## src/rtl/pl4_wb.sv

```systemverilog
// pl4_wb: writeback stage with 32x32 register file, forwarding register, a0 mirror and retire counter; `WB_BYPASS_EN adds write-through reads.
module pl4_wb #(
    parameter int XLEN = 32,
    parameter int NREGS = 32,
    localparam int AW = $clog2(NREGS)
) (
    input  logic            i_clk,
    input  logic            i_rst_n,
    input  logic [XLEN-1:0] i_wb_val,
    input  logic [AW-1:0]   i_wb_addr,
    input  logic            i_wb_en,
    input  logic            i_valid,
    input  logic [AW-1:0]   i_rs1_addr,
    input  logic [AW-1:0]   i_rs2_addr,
    output logic [XLEN-1:0] o_rs1_val,
    output logic [XLEN-1:0] o_rs2_val,
    output logic            o_ff_valid,
    output logic [AW-1:0]   o_ff_addr,
    output logic [XLEN-1:0] o_ff_val,
    output logic [XLEN-1:0] o_a0,
    output logic [31:0]     o_retired
);
    logic [XLEN-1:0] regs [NREGS];
    logic commit;
    assign commit = i_valid & i_wb_en & (i_wb_addr != '0);
    always_ff @(posedge i_clk) begin
        if (!i_rst_n) begin
            for (int i = 0; i < NREGS; i++) regs[i] <= '0;
            o_ff_valid <= 1'b0;
            o_ff_addr  <= '0;
            o_ff_val   <= '0;
            o_a0       <= '0;
            o_retired  <= '0;
        end else begin
            if (commit) regs[i_wb_addr] <= i_wb_val;
            if (commit && i_wb_addr == AW'(10)) o_a0 <= i_wb_val;
            if (i_valid) o_retired <= o_retired + 32'd1;
            o_ff_valid <= commit;
            o_ff_addr  <= i_wb_addr;
            o_ff_val   <= i_wb_val;
        end
    end
`ifdef WB_BYPASS_EN
    assign o_rs1_val = (i_rs1_addr == '0) ? '0 : (commit && i_rs1_addr == i_wb_addr) ? i_wb_val : regs[i_rs1_addr];
    assign o_rs2_val = (i_rs2_addr == '0) ? '0 : (commit && i_rs2_addr == i_wb_addr) ? i_wb_val : regs[i_rs2_addr];
`else
    assign o_rs1_val = (i_rs1_addr == '0) ? '0 : regs[i_rs1_addr];
    assign o_rs2_val = (i_rs2_addr == '0) ? '0 : regs[i_rs2_addr];
`endif
endmodule

```

## config.mk

```make
export PLATFORM = sky130hd
export DESIGN_NAME = pl4_wb
export DESIGN_NICKNAME = d
export VERILOG_FILES = /design/src/rtl/pl4_wb.sv
export SDC_FILE = /design/constraint.sdc
export NUM_CORES = 2
export LEC_CHECK = 0
export ABC_CLOCK_PERIOD_IN_PS = 7100
export CAP_MARGIN = 5
export CORE_MARGIN = 8
export CORE_UTILIZATION = 49
export DETAILED_ROUTE_END_ITERATION = 8
export GPL_ROUTABILITY_DRIVEN = 0
export PLACE_DENSITY = 0.68
export SYNTH_ARGS = -nofsm -noshare
export SYNTH_HDL_FRONTEND = slang
export SYNTH_SLANG_ARGS = --single-unit
```

## constraint.sdc

```tcl
create_clock -name i_clk -period 7.1 [get_ports i_clk]
set_clock_uncertainty 0.2 [all_clocks]
set_input_delay 0.71 -clock i_clk [delete_from_list [all_inputs] [get_ports i_clk]]
set_output_delay 0.71 -clock i_clk [all_outputs]
set_load 0.01 [all_outputs]
```

==> Yosys cells after proc, flatten, opt, wreduce, memory -nomap -nowiden <==
Memories as Yosys holds them, arrays and structs flattened.
Index checks and enable logic that the tools add are counted.
W data, S select, Z words.
{ "classes": {"n_addsub": 1, "eq_ne": 1, "mux": 9, "n_bitwise": 2, "n_reduce_logical": 5} }
{ "ops": {"columns": ["op", "count"], "rows": [
  ["$mux W32", 3],
  ["$add A32 B1 Y32 const B", 1],
  ["$reduce_or A32 Y1", 1],
  ["$logic_not A5 Y1", 2],
  ["$eq A5 B4 Y1 const B", 1],
  ["$mux W1", 5],
  ["$mux W5", 1],
  ["$reduce_bool A5 Y1", 1],
  ["$and A1 B1 Y1", 2],
  ["$logic_and A1 B1 Y1", 1]
]} }
{ "word_totals": {"regBits": 102, "ram_bits": 1024, "inputBits": 51, "output_inout_bits": 166, "wordCells": 24, "mem_count": 1} }
{ "mem_list": {"columns": ["name", "depth", "word_bits", "read_ports", "rd_clocked_by_memory_dff", "wr", "line", "rtl"], "rows": [
  ["regs", 32, 32, 2, 0, 32, "23", "logic [XLEN-1:0] regs [NREGS];"]
]} }

==> Logic depth before layout (Yosys ltp) <==
{ "depth": {"depth_word": 7, "mapped_depth": 8, "mapped_depth_nobuf": 4} }

==> Worst setup path after synthesis <==
Ideal clock, no wire load.
{ "synth_timing": {"path_kind": "input port to flip-flop", "from": "in i_valid", "to": "mem regs[14][0], enable pin", "setup_time_ns": 0.466, "arrival_time_ns": 3.932, "t_required_ns": 6.434, "setup_slack_ns": 2.503, "cell_stages": 6, "n_path_buf": 3, "cell_sequence": "buf_4 -> nand2_1 -> or3_1 -> clkbuf_1 -> buf_2 -> o21ai_0"} }
{ "synth_rtl": {"columns": ["element", "line", "rtl"], "rows": [
  ["from (decl)", "12", "input logic i_valid,"],
  ["to (decl)", "23", null]
]} }

==> Worst setup path in the final report <==
{ "layout_timing": {"from": "in i_rs1_addr[0]", "to": "out o_rs1_val[12]"} }
{ "layout_between": {"elab_chain_len": 2, "elab_cells_between_ends": 3, "cone_classes": "mux: 1; reduce/logical: 1; memory: 1"} }
{ "layout_lines": {"columns": ["element", "line", "rtl"], "rows": [
  ["from (decl)", "13", "input logic [AW-1:0] i_rs1_addr,"],
  ["$mem_v2 Z32 W32 / $logic_not A5 Y1 (equally long branches)", null, null],
  ["$mux W32 (*)", "47", "assign o_rs1_val = (i_rs1_addr == '0) ? '0 : regs[i_rs1_addr];"],
  ["to (decl)", "15", "output logic [XLEN-1:0] o_rs1_val,"]
]} }
Every way passes the cells marked *; elsewhere a longest branch is shown, timed or not.

==> metrics <==
Comb power frac 11.9%; EDFF count, synth 1024; startpoint types primary input; worst hold path type in -> reg; RSZ-0062 raised after global routing false; Crit. End Element primary output; synth cell count leaders and2_1 (1034), edfxtp_1 (1024), mux4_2 (448), clkbuf_1 (318), nand2_1 (170); Max Cap Viol 0; Root Driver clkbuf_16; post_cts resized 0; DRT iter0 DRCs 5100; clock buffer count from CTS 119; Slew headroom 10.38%; Critical Path Fanout Max 37; switch share 24.89%; vias 37760; Top FF cell, synth edfxtp_1; DIE AREA 0.1299 mm2; routed len/inst 32.48 um; hold_sp i_rst_n; Switch Pwr 3.952 mW; Fillers 9241; Final nets 4183; Placeable Area 0.1179 mm2; CTS tree yes; Fin. Hold Viols 0; Longest Clk Path Bufs 3; antenna violations before repair 6; measured slew at the worst slew-check pin 1.335 ns; critical path class in -> out; Mapped Area 0.05811 mm2; Antenna Nets Post-Route 0; Post-Syn Instances 4052; fin crit period 5.403 ns; outcome complete, no violations; Worst VDD drop 200.6 uV; pin count of the biggest net entering global routing 92; DRC Markers 0; CTS H-Tree Depth 3; Leak 22.31 nW; overall routed net length 187500 um; fin. max-slew vios 0; FF-to-FF setup slack 4.66 ns; PwrDens 240.4 mW/mm2; Die X 360.4 um; post-synth cell types 50; first-pass GRT wire length 267500 um; Arr. time, crit path 4.49 ns; register bit count reported by yosys 1126; fin crit share 76.09%; setup TNS 0 ns; final setup violation count 0; FMAX 0.1851 GHz; most frequent cell after synthesis and2_1; Hold Path Sink o_retired[31]; Area Growth Syn to Fin 13.66%; reg2reg end o_retired[29]; syn_area_per_cell 14.34 um2; Buffers on Ports 216; reg2reg start o_retired[8]; clk sinks 1126; Clk pin slew, worst setup/hold paths 0.06 ns; cts hold-fix bufs 0; gr usage total 28.06%; Synth area leader edfxtp_1; Worst Hold Depth 3; I/O Pins 217; sequential share of power 48.7%; Synth area leaders edfxtp_1 (53%), mux4_2 (17%), and2_1 (11%); Die H 360.4 um; Cell Int Power 11.92 mW; vias in the first global route 37910; GRT overflow 0; starting density of the core 49.27%; required time worst endpoint 6.19 ns; fin util 56.01%; # Post-CTS Setup Buffers 0; DPL Wire Length 114100 um; Clk pwr share 39.4%; Synth warnings 0; vias per cell 6.542; sequential area share after synthesis 56.43%; Worst Reg-to-Reg Cells 4; Skew-Pair Late Insertion Delay 0.72 ns; drt pass-1 iters 6; Synth top area share 52.92%; layout cells sized above 1 21.73%; async set-reset flop share out of synthesis 0%; Row Count 126
## through the flow
| step | hold slack [ns] | worst slack (ns) | power, mW | cell area, um2 | cells |
|---|---|---|---|---|---|
| 5_1_grt | 0.1906 | 1.572 | 16.26 | 66040 | 5770 |
| 4_1_cts | 0.1588 | 1.927 | 15.91 | 66040 | 5770 |
| 3_3_place_gp | 0.2422 | 1.909 | 9.688 | 62150 | 5546 |
| 3_5_place_dp | 0.2469 | 1.924 | 9.718 | 62150 | 5546 |
| 6_report | 0.1952 | 1.697 | 15.87 | 66040 | 5772 |
| 2_1_floorplan | 0.2805 | 2.503 | 8.887 | 58220 | 4083 |
## registers in the layout (all words and copies together), names as in the netlist
signal      flops
o_ff_val       32
o_ff_addr       5
o_a0           32
o_retired      32
regs         1024
o_ff_valid      1
## cells in the final DEF, fill, tap and decap left out, types with 64 or more instances in the layout
cell type and n:
mux4_2 448, mux2i_1 131, clkbuf_16 124, buf_4 136, mux2_2 64, nor2b_1 66, clkdlybuf4s50_1 205, a211oi_1 64
a22oi_1 64, and2_1 1034, a311oi_1 64, dfxtp_1 102, nand2_1 169, edfxtp_1 1024, o21ai_0 85
## power by group through the flow
stage	clock network (mW)	registers [mW]	logic, mW
floorplan	0	7.82	1.07
global placement	0	7.83	1.86
detailed placement	0	7.86	1.86
CTS	6.33	7.72	1.87
global route	6.55	7.76	1.95
finish	6.26	7.73	1.89
## layout make-up
type | instances | area (um2) | share of cell area [%]
antenna | 2 | 5.005 | 0.007578
clock buffer | 162 | 3337 | 5.053
clock inverter | 62 | 549.3 | 0.8317
inverter | 8 | 35.03 | 0.05305
multi-input combinational | 2517 | 24060 | 36.43
sequential | 1126 | 32790 | 49.65
tap | 1536 | 1922 | 2.910
timing repair buffer | 359 | 3344 | 5.064
## worst max path at each step
| stage | startpoint | endpoint | slack, ns | cells after the start |
|---|---|---|---|---|
| global route | i_rs1_addr[0] | o_rs1_val[12] | 1.57 | 7 |
| global placement | i_rs1_addr[0] | o_rs1_val[31] | 1.91 | 8 |
| finish | i_rs1_addr[0] | o_rs1_val[12] | 1.70 | 7 |
| floorplan | i_valid | regs[14][0] | 2.50 | 6 |
| detailed placement | i_rs1_addr[0] | o_rs1_val[0] | 1.92 | 8 |
| CTS | i_rs1_addr[0] | o_rs1_val[0] | 1.93 | 8 |
## metal layers
metal / up-vias / part of all wire (%) / track usage, %
met5: - / 0.012 / 0
met3: 433 / 11 / 6.466
li1: 15530 / - / -
met4: 4 / 5.8 / 14.34
met2: 2390 / 45 / 43.09
met1: 19410 / 38 / 37.57
## critical path, stage by stage
cell and delay, ns:
buf_4 0.31, clkinv_2 0.13, buf_4 0.51, buf_4 0.63, o2111ai_1 0.21, a311oi_1 1.12, clkdlybuf4s50_1 0.74
## logic make-up after synthesis
logic type	count (synthesis)	share of synthesized area [%]
xor+xnor	13	0.1960
other cells	1	0.006454
simple gates	1396	14.17
fa+ha+maj	1	0.02153
mux	643	20.86
buf+inv	440	3.159
compound gates	432	5.155
flops	1126	56.43
Power figures use the tool's default switching activity.
